`config.mk`:
```
export PLATFORM = sky130hd
export DESIGN_NAME = rr_mux_arbiter
export DESIGN_NICKNAME = d
export VERILOG_FILES = /design/src/rtl/rr_mux_arbiter.sv
export SDC_FILE = /design/constraint.sdc
export NUM_CORES = 1
export LEC_CHECK = 0
export ABC_CLOCK_PERIOD_IN_PS = 2100
export BUFFER_PORTS_ARGS = -buffer_cell sky130_fd_sc_hd__buf_2
export CORE_UTILIZATION = 44
export DETAILED_ROUTE_END_ITERATION = 16
export PLACE_DENSITY = 0.87
export SETUP_SLACK_MARGIN = 0.4
export SLEW_MARGIN = 10
export SYNTH_ARGS = -nofsm -noshare
export SYNTH_HDL_FRONTEND = slang
export SYNTH_SLANG_ARGS = --single-unit
```
`constraint.sdc`:
```
create_clock -name clk -period 2.1 [get_ports clk]
set_input_delay 0.105 -clock clk [delete_from_list [all_inputs] [get_ports clk]]
set_output_delay 0.105 -clock clk [all_outputs]
set_load 0.02 [all_outputs]
```
`src/rtl/rr_mux_arbiter.sv`:
```
// Round-robin arbiter that shares one W-bit output mux between N_REQ requesters.
// Each owner keeps the mux for at most MAX_HOLD beats, then priority rotates past it.
module rr_mux_arbiter #(
  parameter int N_REQ    = 4,
  parameter int W        = 8,
  parameter int MAX_HOLD = 8
) (
  input  logic                     clk,
  input  logic                     rst_n,
  input  logic [N_REQ-1:0]         req,
  input  logic [N_REQ*W-1:0]       data,
  output logic [N_REQ-1:0]         gnt,
  output logic [$clog2(N_REQ)-1:0] sel,
  output logic [W-1:0]             mux_out,
  output logic                     out_valid,
  output logic                     busy
);
  localparam int SW = $clog2(N_REQ);
  localparam int HW = (MAX_HOLD > 1) ? $clog2(MAX_HOLD) : 1;
  localparam logic [SW-1:0] LAST_IDX  = SW'(N_REQ - 1);
  localparam logic [HW-1:0] LAST_BEAT = HW'(MAX_HOLD - 1);

  typedef enum logic {IDLE, GRANT} state_t;

  state_t        state, state_n;
  logic [SW-1:0] owner, owner_n, ptr, ptr_n, next_idx;
  logic [HW-1:0] hold_cnt, hold_n;
  logic          release_now;

  // First requester found scanning upward from p, wrapping modulo N_REQ.
  function automatic logic [SW-1:0] winner(input logic [N_REQ-1:0] r,
                                           input logic [SW-1:0]    p);
    logic found;
    int   idx;
    winner = p;
    found  = 1'b0;
    for (int k = 0; k < N_REQ; k++) begin
      idx = (int'(p) + k) % N_REQ;
      if (!found && r[idx]) begin
        winner = SW'(idx);
        found  = 1'b1;
      end
    end
  endfunction

  always_ff @(posedge clk or negedge rst_n) begin
    if (!rst_n) begin
      state    <= IDLE;
      owner    <= '0;
      ptr      <= '0;
      hold_cnt <= '0;
    end else begin
      state    <= state_n;
      owner    <= owner_n;
      ptr      <= ptr_n;
      hold_cnt <= hold_n;
    end
  end

  assign next_idx    = (owner == LAST_IDX) ? '0 : owner + 1'b1;
  assign release_now = !req[owner] || (hold_cnt == LAST_BEAT);

  // A release hands straight to the next winner so there is no idle bubble.
  always_comb begin
    state_n = state;
    owner_n = owner;
    ptr_n   = ptr;
    hold_n  = hold_cnt;
    case (state)
      IDLE: begin
        if (|req) begin
          owner_n = winner(req, ptr);
          hold_n  = '0;
          state_n = GRANT;
        end
      end
      GRANT: begin
        if (release_now) begin
          ptr_n  = next_idx;
          hold_n = '0;
          if (|req) begin
            owner_n = winner(req, next_idx);
          end else begin
            state_n = IDLE;
          end
        end else begin
          hold_n = hold_cnt + HW'(1);
        end
      end
      default: state_n = IDLE;
    endcase
  end

  always_comb begin
    gnt       = '0;
    sel       = '0;
    mux_out   = '0;
    out_valid = 1'b0;
    busy      = 1'b0;
    if (state == GRANT) begin
      gnt[owner] = 1'b1;
      sel        = owner;
      mux_out    = data[int'(owner)*W +: W];
      out_valid  = req[owner];
      busy       = 1'b1;
    end
  end

endmodule

```
* After elaboration in Yosys (flattened, before gate mapping) *
Cells that the tools add are included.

cells by class
  $add $sub $neg = 8
  multiply operators = 0
  divide/modulo/power cells = 0
  order comparisons = 10
  equality and inequality tests = 5
  shift-type cells = 1
  mux-type cells = 69
  bitwise logic cells = 7
  reductions and logical operators = 24

operator list
  cell                                                    number
  two-way mux 1 bit                                       41
  indexed part select 32 x 6 -> 8 bit                     1
  < comparator 3 x 4 -> 1 bit (second input constant)     6
  two-way mux 2 bit                                       11
  binary-select mux 1 bit (select 2 bit)                  9
  OR reduction 2 bit                                      6
  < comparator 2 x 3 -> 1 bit (second input constant)     3
  adder 2 bit (second input constant)                     4
  two-way mux 8 bit                                       1
  logical AND 1 bit                                       7
  logical NOT 1 bit                                       7
  adder 2 x 1 -> 2 bit (second input constant)            3
  AND 1 bit (first input constant)                        6
  two-way mux 3 bit                                       2
  case mux 3 bit (2 select lines)                         1
  two-way mux 4 bit                                       1
  inequality test 2 x 1 -> 1 bit (second input constant)  2
  case mux 2 bit (2 select lines)                         1
  OR reduction 4 bit                                      1
  adder 3 x 1 -> 3 bit (second input constant)            1
  equality test 3 bit (second input constant)             1
  AND reduction 3 bit                                     1
  demux 1 bit (select 2 bit)                              1
  equality test 2 bit (second input constant)             1
  6 further kinds                                         6

storage, ports and cells
  flip-flop bits (word level) = 8
  bits in latches = 0
  bits in writable memories = 0
  memory bits (read-only) = 0
  bits of input ports = 38
  output and inout bits = 16
  memories kept = 0

* Depth between registers and ports, before layout *
  depth after elaboration = 26
  gate-level depth with buffers = 8

* Worst setup path before layout *
OpenSTA, ideal clock, no wires.

  path kind = reg-to-reg
  start point = reg owner[0]
  end point = reg owner[1]
  arrival time = 1.710 ns
  setup slack = 0.256 ns
  cell stages (with the launch flop) = 9
  clock period less this slack = 1.844 ns
  cell sequence = dfrtp_1 -> buf_6 -> inv_1 -> ha_1 -> nor2b_1 -> o211ai_1 -> o311ai_2 -> o22ai_1 -> o31ai_2

between the ends
  word-level cells in the longest chain between the ends = 26

ends and longest elaborated chain
  element                                                      RTL line  RTL
  start, declared                                              26        logic [SW-1:0] owner, owner_n, ptr, ptr_n, next_idx;
  start signal, assigned                                       54        owner <= owner_n;
  adder 2 x 1 -> 2 bit or equality test 2 bit (tied branches)  60        assign next_idx = (owner == LAST_IDX) ? '0 : owner + 1'b1;
  two-way mux 2 bit *                                          60
  via next_idx[1]                                              26
  binary-select mux 1 bit (select 2 bit)                       39        if (!found && r[idx]) begin
  two-way mux 1 bit (implied by the code)                      39
  two-way mux 1 bit                                            39
  two-way mux 1 bit                                            81        if (|req) begin
  two-way mux 1 bit                                            78        if (release_now) begin
  (+11 left out)                                               --
  two-way mux 1 bit                                            78
  two-way mux 1 bit                                            69        case (state)
  logical NOT 1 bit                                            39
  logical AND 1 bit                                            39
  two-way mux 2 bit *                                          39
  two-way mux 2 bit *                                          81
  two-way mux 2 bit *                                          78
  case mux 2 bit (2 select lines) *                            69

The timed path passes the listed nets; every way through them passes the cells marked *. The select of a mux whose other input is x is not followed.
A chain may end at the register's enable or synchronous reset.

* Worst setup path in the final report *
  start point = reg owner[0]
  end point = out mux_out[1]

between the ends
  word-level cells in the longest chain between the ends = 2

ends and longest elaborated chain
  element                              RTL line  RTL
  indexed part select 32 x 6 -> 8 bit  103       mux_out = data[int'(owner)*W +: W];
  two-way mux 8 bit                    100       if (state == GRANT) begin
  end, declared                        14        output logic [W-1:0] mux_out,

No other way between the ends.

==> results.yml <==
outcome:
  status: "finished, final reports clean"
synthesis:
  synth_flop_cell: "dfrtp_1"
  synth_top_area_share: 0.202
  synth-seq-cells: 8
  yosysTopAreaCell: "dfrtp_1"
  netlist_area_sq_um: 991
  synthCells: 98
  ys_top_cells_by_count: "and2_1, dfrtp_1, inv_1, mux4_2, ha_1"
  syn_avg_cell_area_sq_um: 10.1
  yosys-top-cells-area: "dfrtp_1, mux4_2, and2_1"
  synth-edff-count: 0
  synthesis.nets: 142
  yosysWarningCount: 0
  yosys.cell_count.top_type: "and2_1"
  synthArstFlopShare: 1.00
  synth.distinct_cells: 38
  synth_sequential_area_ratio: 0.202
global_routing:
  grt_pass1_wl_microns: 4260
  grtUsageTotal: 0.227
  grt_pass1_vias: 970
  overflow: 0
  grt_max_degree: 15
  antenna_found_initial: 0
floorplan:
  dieArea_sq_um: 2450
  fp.dieW_microns: 49.5
  initial_core_util: 0.485
  core_sq_um: 2040
  die_h_microns: 49.5
  row_count: 16
  ioPinCount: 54
cts:
  clk_path_buf_depth: 2
  htreeDepth: 1
  numCtsBuffers: 3
  cts_tree: "yes"
  path_clk_slew_ps: 60
  cts_root_buf: "clkbuf_4"
  clock_latency_ps: 260
  clock-sinks: 8
worst_setup_path:
  worstReg2RegEnd: "owner[1]$_DFFE_PN0P_"
  cp.arrival_ps: 1670
  reg2reg_slack_ps: 380
  r2r_cells: 7
  cp_max_fo: 5
  startpoint_type: "flip-flop"
  end_kind: "primary output"
  crit_required_ps: 2000
  startpoint: "owner[0]$_DFFE_PN0P_"
  criticalPathCategory: "flip-flop to primary output"
  reg2reg_from: "owner[0]$_DFFE_PN0P_"
  endpoint: "mux_out[1]"
placement:
  placed_cells: 175
  numPortBuffers: 53
  gp_congestion: 0.964
  dp_hpwl_microns: 2060
  placed_area_sq_um: 1280
  place_ws_ps: 402
final_layout:
  instances_no_fill: 187
  drive_above_1_share: 0.613
  nFillCells: 138
  fin_util: 0.725
  diodes: 0
  area_growth_pct: 49.5
  finish.instance_area_sq_um: 1480
  nets: 205
timing:
  fmax_mhz: 565
  period_needed_ps: 1770
  grt_setup_unrepaired: "yes"
  fin_ws_ps: 330
  whs_ps: 216
  worst_pin_slew_ps: 402
  finalSetupTns_ps: 0
  setup_viol: 0
  finalCritPeriodShare: 0.843
  slew_headroom: 0.730
  hold_violations: 0
  fin_skew_ps: 7.37
  final_max_slew_viol_count: 0
routing:
  vias: 1062
  ant_nets: 0
  avgRoutedWirePerCell_microns: 16.9
  wl_microns: 3160
  drtIter0Drc: 39
  drc: 0
  drt_pre_antenna_iters: 5
  vias_per_cell: 5.68
power:
  p_leak_nw: 0.716
  power.total_mw: 2.13
  comb_power_share: 0.793
  p_sw_frac: 0.425
  power_density_nw_per_um2: 1440
  clkPwrFrac: 0.062
  seqPwrFrac: 0.145
  netSwitchingPower_mw: 0.908
  ir_worst_vdd_mv: 1.03
  p_int_mw: 1.23
run:
  drv_cap: 0
hold_path:
  hp-class: "input pin to async pin"
## layout by cell type, fill, tap and decap left out, drive strengths merged, types with 5 or more instances in the layout
cell,netlist,layout
and2,12,12
buf,5,62
clkbuf,1,5
dfrtp,8,8
ha,6,6
inv,7,7
mux4,8,8
nor2,6,6
o21ai,6,6
## registers in the layout, indices dropped and copies added, names as in the netlist
| register | flops |
|---|---|
| ptr | 2 |
| state | 1 |
| hold_cnt | 3 |
| owner | 2 |
## routing by layer
| metal | vias up | GRT usage | part of all wire |
|---|---|---|---|
| met5 | - | 0 | 0 |
| met4 | 0 | 0.105 | 0.030 |
| met3 | 10 | 0.0401 | 0.086 |
| met2 | 67 | 0.402 | 0.52 |
| met1 | 494 | 0.263 | 0.37 |
| li1 | 491 | - | - |
## logic make-up after synthesis
family,after synthesis,share of synthesized area
and+or+nand+nor,33,0.197
DFF,8,0.202
AOI/OAI and AO/OA,25,0.193
buffers and inverters,13,0.0707
adders and majority gates,6,0.0758
muxes,13,0.261
## power groups by stage
stage / registers [mW] / logic, mW / clock network (mW)
final: 0.309 / 1.69 / 0.133
after global routing: 0.320 / 1.79 / 0.143
after CTS: 0.292 / 1.36 / 0.137
after detailed placement: 0.299 / 1.28 / 0
after global placement: 0.291 / 1.24 / 0
after floorplan: 0.284 / 0.991 / 0
## how the worst min path moves through the flow
| stage | startpoint | endpoint | slack, ps | depth (start not counted) |
|---|---|---|---|---|
| 3_3_place_gp | rst_n | hold_cnt[1]$_DFFE_PN0P_ | -50 | 1 |
| 6_report | rst_n | ptr[0]$_DFFE_PN0P_ | 220 | 2 |
| 3_5_place_dp | rst_n | hold_cnt[1]$_DFFE_PN0P_ | -40 | 1 |
| 4_1_cts | rst_n | ptr[0]$_DFFE_PN0P_ | 210 | 2 |
| 2_1_floorplan | rst_n | hold_cnt[0]$_DFFE_PN0P_ | -190 | 0 |
| 5_1_grt | rst_n | ptr[1]$_DFFE_PN0P_ | 230 | 2 |
## cell type report
class                           instances  area (sq um)  area share
Sequential cell                         8           203       0.137
Clock buffer                            4          26.3      0.0177
Timing Repair Buffer                   64           433       0.292
Multi-Input combinational cell         77           757       0.511
Tap cell                               27          33.8      0.0228
Inverter                                7          28.8      0.0194
## repair_timing
item,CTS,global route
endpoints found under the hold margin,8,0
gates cloned,0,1
pin swaps,0,13
endpoints found under the setup margin,8,11
setup buffers,4,2
hold buffers,1,0
gates resized for setup,3,31
## worst max-delay path, cell delays in order (launching register included)
cell and delay, ps:
dfrtp_2 460, clkbuf_16 180, mux4_2 490, and2_4 150
buf_6 120
No activity file was read; power rests on OpenSTA's default activity.
